`config.mk`:
```
export PLATFORM = sky130hd
export DESIGN_NAME = ula_control_flat
export DESIGN_NICKNAME = d
export VERILOG_FILES = /design/src/rtl/ula_control_if.sv /design/src/rtl/ula_control.sv /design/src/flat_wrapper.sv
export SDC_FILE = /design/constraint.sdc
export NUM_CORES = 1
export LEC_CHECK = 0
export CELL_PAD_IN_SITES_DETAIL_PLACEMENT = 2
export CELL_PAD_IN_SITES_GLOBAL_PLACEMENT = 2
export CORE_UTILIZATION = 18
export DETAILED_ROUTE_END_ITERATION = 12
export GPL_TIMING_DRIVEN = 0
export PLACE_DENSITY = 0.77
export SLEW_MARGIN = 20
export SYNTH_ARGS = -nofsm -noshare
export SYNTH_HDL_FRONTEND = slang
export SYNTH_SLANG_ARGS = --single-unit
```
`constraint.sdc`:
```
create_clock -name clk -period 1.2 [get_ports clk]
set_input_delay 0.24 -clock clk [delete_from_list [all_inputs] [get_ports clk]]
set_output_delay 0.24 -clock clk [all_outputs]
set_load 0.03 [all_outputs]
```
`src/rtl/ula_control_if.sv`:
```
// rtl/ula_control_if.sv - ALU-control decode bus between main control and the ALU
interface ula_control_if;
    logic [0:1] OpALU;
    logic [0:5] funct;
    logic [0:3] inputALU;
    logic       illegal_funct;

    modport master (
        output OpALU,
        output funct,
        input  inputALU,
        input  illegal_funct
    );

    modport slave (
        input  OpALU,
        input  funct,
        output inputALU,
        output illegal_funct
    );
endinterface

```
`src/rtl/ula_control.sv`:
```
// rtl/ula_control.sv - registered MIPS ALU-control decoder (OpALU + funct -> ALU select)
module ula_control (
    input  logic           clk,
    input  logic           rst_n,
    ula_control_if.slave   bus
);
    localparam logic [3:0] ALU_AND = 4'b0000;
    localparam logic [3:0] ALU_OR  = 4'b0001;
    localparam logic [3:0] ALU_ADD = 4'b0010;
    localparam logic [3:0] ALU_SUB = 4'b0110;
    localparam logic [3:0] ALU_SLT = 4'b0111;
    localparam logic [3:0] ALU_NOR = 4'b1100;

    logic [3:0] sel_d;
    logic       illegal_d;

    always_comb begin
        sel_d     = ALU_ADD;
        illegal_d = 1'b0;
        case (bus.OpALU)
            2'b00: sel_d = ALU_ADD;
            2'b01: sel_d = ALU_SUB;
            2'b10: begin
                // Unsupported R-type codes still produce ADD so the datapath stays well defined.
                case (bus.funct)
                    6'b100000: sel_d = ALU_ADD;
                    6'b100001: sel_d = ALU_ADD;
                    6'b100010: sel_d = ALU_SUB;
                    6'b100011: sel_d = ALU_SUB;
                    6'b100100: sel_d = ALU_AND;
                    6'b100101: sel_d = ALU_OR;
                    6'b100111: sel_d = ALU_NOR;
                    6'b101010: sel_d = ALU_SLT;
                    default: begin
                        sel_d     = ALU_ADD;
                        illegal_d = 1'b1;
                    end
                endcase
            end
            default: sel_d = ALU_ADD;
        endcase
    end

    always_ff @(posedge clk) begin
        if (!rst_n) begin
            bus.inputALU      <= ALU_ADD;
            bus.illegal_funct <= 1'b0;
        end else begin
            bus.inputALU      <= sel_d;
            bus.illegal_funct <= illegal_d;
        end
    end
endmodule

```
`src/flat_wrapper.sv`:
```
// flat-port wrapper written by rule: the top's interface ports become plain ports
module ula_control_flat 
  (clk, rst_n, bus_OpALU, bus_funct, bus_inputALU, bus_illegal_funct);
  ula_control_if bus_i ();
  input  logic clk;
  input  logic rst_n;
  input wire logic [$bits(bus_i.OpALU)-1:0] bus_OpALU;
  input wire logic [$bits(bus_i.funct)-1:0] bus_funct;
  output wire logic [$bits(bus_i.inputALU)-1:0] bus_inputALU;
  output wire logic [$bits(bus_i.illegal_funct)-1:0] bus_illegal_funct;
  assign bus_i.OpALU = bus_OpALU;
  assign bus_i.funct = bus_funct;
  assign bus_inputALU = bus_i.inputALU;
  assign bus_illegal_funct = bus_i.illegal_funct;
  ula_control u_core (.clk(clk), .rst_n(rst_n), .bus(bus_i));
endmodule
```
# Yosys cells after proc, flatten, opt, wreduce, memory -nomap -nowiden
# Cells that the tools add are included.
[word_totals]
register_bits = 5
inputBits = 10
output_inout_bits = 5
[op_classes]
eq_ne = 10
n_mux = 3
reduce_logical = 3
[ops]
columns = ["cell", "count"]
rows = [
  ["$eq A6 B6 Y1 const B", 8],
  ["$pmux W4 S5", 1],
  ["$pmux W4 S2", 1],
  ["$reduce_or A8 Y1", 1],
  ["$eq A2 B1 Y1 const B", 1],
  ["$eq A2 B2 Y1 const B", 1],
  ["$reduce_and A2 Y1", 1],
  ["$reduce_or A2 Y1", 1],
  ["$mux W1", 1],
]

# Longest topological paths before layout
[depth]
ltp_word = 4
mapped_depth = 5
depth_no_buf = 5

# Least setup slack after synthesis
# Ideal clock, no wire load.
[synth_path]
path_kind = "input to register"
startpoint = "in bus_OpALU[0]"
endpoint = "reg u_core.bus.inputALU[2]"
setup_time_ns = 0.120
t_arrival_ns = 0.933
slack_ns = 0.147
stages = 4
path_cell_list = "inv_1 ha_1 nand2b_1 a211o_1"
[synth_between]
elab_chain_len = 2
elab_cells_between_ends = 3
[synth_lines]
columns = ["element", "line_no", "source"]
rows = [
  ["from (decl)", "flat_wrapper.sv:7", "input wire logic [$bits(bus_i.OpALU)-1:0] bus_OpALU;"],
  ["$eq A2 B2 Y1 / $eq A2 B1 Y1 (equally long branches)", "ula_control.sv:20", "case (bus.OpALU)"],
  ["$pmux W4 S2 *", "ula_control.sv:20", ""],
  ["to (signal assigned)", "ula_control.sv:49", "bus.inputALU <= sel_d;"],
  ["to (decl)", "ula_control_if.sv:18", "output inputALU,"],
]
# Mark *: on every way between the ends. The rest lies on a longest branch, timed or not.
# A chain may end at the register's enable or synchronous reset.

# Worst setup path in the final report
[layout_path]
startpoint = "reg u_core.bus.illegal_funct"
endpoint = "out bus_illegal_funct"
[layout_rtl]
columns = ["element", "line_no", "source"]
rows = [
  ["from (decl)", "ula_control_if.sv:19", "output illegal_funct"],
  ["from (signal assigned)", "ula_control.sv:50", "bus.illegal_funct <= illegal_d;"],
  ["to (decl)", "flat_wrapper.sv:10", "output wire logic [$bits(bus_i.illegal_funct)-1:0] bus_illegal_funct;"],
]
# No word-level cell between the ends.

==> impl_metrics.json <==
{
  "status": "finished clean",
  "drtIter0Drc": 4,
  "mostFrequentLayoutCells": "5 x dfxtp_1, 4 x clkdlybuf4s50_1",
  "dpl.hpwl_um": 683,
  "die_w_um": 40.3,
  "num_rows": 13,
  "wirelength_um": 831,
  "rsz0062_at_grt": "false",
  "design_area_um2": 465,
  "maxCapViolCount": 0,
  "cts_setup_buffers": 0,
  "yosys.area.top_type_share_pct": 37.9,
  "synth.avg_cell_area_um2": 9.43,
  "routedWlPerCell_um": 13.6,
  "grt_pass1_wl_mm": 1.24,
  "total_leakage_power_nw": 0.231,
  "fin_nets": 59,
  "crit_buf_inv": 1,
  "drive_gt1_share_pct": 17.4,
  "critPathKind": "reg -> out",
  "initial_core_util_pct": 19.8,
  "clock-sinks": 5,
  "fin_crit_sh_pct": 96.7,
  "worst_pin_slew_ps": 297,
  "clkTransAtPathRegs_ps": 40,
  "first_pass_iters": 2,
  "fin_util_pct": 34.9,
  "hp-class": "in -> reg",
  "critPathTopFamily": "buffers and inverters",
  "synth_cells": 28,
  "grt_start_max_net_pins": 6,
  "critPathSlowestCell": "dlygate4sd2_1",
  "ys_seq_elements": 5,
  "n_antenna_cell": 0,
  "cp_slowest_stage_delay_ps": 390,
  "synth_area_um2": 264,
  "die_height_um": 40.3,
  "drv_slew": 0,
  "antenna_found_initial": 0,
  "hold_ws_ps": 396,
  "setup_viol": 0,
  "hold_violations": 0,
  "h-tree-depth": 1,
  "pin_count": 15,
  "drc_errors": 0,
  "ant_nets": 0,
  "dieArea_um2": 1620,
  "yosysWarnings": 0,
  "relSlewSlack_pct": 80.3,
  "syn_nets": 40,
  "yosys.area.top_type": "dfxtp_1",
  "fill_cells": 157,
  "core_um2": 1330,
  "clock.fmax_mhz": 862,
  "cts_buffers": 3,
  "cts_tree": "built",
  "gr-total-overflow": 0,
  "start_kind": "flip-flop",
  "area_growth_pct": 76.3,
  "gp_congestion": 0.641,
  "cts-root-buf": "clkbuf_4",
  "crit_path_cell_trace": "dlygate4sd2_1",
  "crit_arrival_ps": 920,
  "port_buffers": 14,
  "grt_usage_pct": 12.7,
  "routed-wl-met2_um": 450,
  "vias": 284,
  "synth_cell_types": 17,
  "clk_path_buf_depth": 2,
  "period_minus_slack_ps": 1160,
  "met1_length_um": 292,
  "netlist_top_cells_area": "dfxtp_1 38%, ha_1 9.5%, nand2b_1 7.1%",
  "crit_required_ps": 960,
  "yosysSeqAreaShare_pct": 37.9,
  "dpl_cell_area_um2": 423,
  "holdBufCountCts": 0,
  "viasPerCell": 4.66,
  "crit_fanout": 1,
  "final_common_cell": "dfxtp_1",
  "met3_length_um": 63,
  "power_density_nw_per_um2": 983,
  "top_layer": "met4",
  "grt_pass1_vias": 299,
  "end_kind": "output port",
  "peakVddDrop_mv": 0.196
}
==> layout make-up <==
| class | count | area, um2 | area share, % |
|---|---|---|---|
| clock buffer | 4 | 26.3 | 5.65 |
| inverter | 3 | 11.3 | 2.42 |
| multi-input combinational | 20 | 170 | 36.6 |
| sequential | 5 | 100 | 21.5 |
| tap | 15 | 18.8 | 4.03 |
| timing repair buffer | 14 | 139 | 29.8 |
==> power breakdown <==
group          switching (mW)  leakage (nW)  total (mW)  internal (mW)
clock network          0.0671        0.0150       0.193          0.126
logic                  0.0438         0.175      0.0918         0.0480
registers             0.00119        0.0407       0.173          0.172
==> cell families (layout without fill, tap and decap cells) <==
family,count (synthesis),count (layout),synth area share [%]
adders and majority gates,2,2,9.48
and+or+nand+nor,13,13,32.7
AOI/OAI and AO/OA,4,4,11.9
DFF,5,5,37.9
muxes,1,1,3.79
buffers and inverters,3,21,4.27
==> sequential cells by signal, indices dropped and copies added (netlist names) <==
| name | count |
|---|---|
| u_core.bus.inputALU | 4 |
| u_core.bus.illegal_funct | 1 |
==> per-layer routing <==
| layer | up-vias | track usage [%] |
|---|---|---|
| li1 | 134 | - |
| met1 | 132 | 11.9 |
| met2 | 14 | 22.2 |
| met3 | 4 | 2.22 |
| met4 | 0 | 13.3 |
| met5 | - | 0 |
==> timing repair <==
item                       4_1_cts  5_1_grt
setup endpoints to repair        9        6
resized for setup               10       10
pin swaps                        1        1
==> worst paths after layout <==
path	depth (start not counted)	start	to
worst min-delay path	2	bus_funct[0]	u_core.bus.inputALU[0]
worst max-delay path	1	u_core.bus.illegal_funct	bus_illegal_funct
==> cells in the mapped netlist, drive strengths merged <==
cell and n:
nor3b 1, dfxtp 5, and4 1, nor2b 3, ha 2, mux2i 1, o21a 1, nand3 2
o311ai 1, and3b 1, inv 3, nand3b 1, nand2b 3, a211o 1, nor2 1, o22ai 1
==> stage by stage <==
step | total power [mW] | setup slack, ps | std cells | TNS, ps
global route | 0.485 | 5.05 | 61 | 0
CTS | 0.465 | 3.70 | 61 | 0
finish | 0.457 | 40.1 | 61 | 0
detailed placement | 0.268 | -488 | 57 | -1870
floorplan | 0.213 | 147 | 28 | 0
global placement | 0.262 | -420 | 57 | -1540
Power figures use the tool's default switching activity.
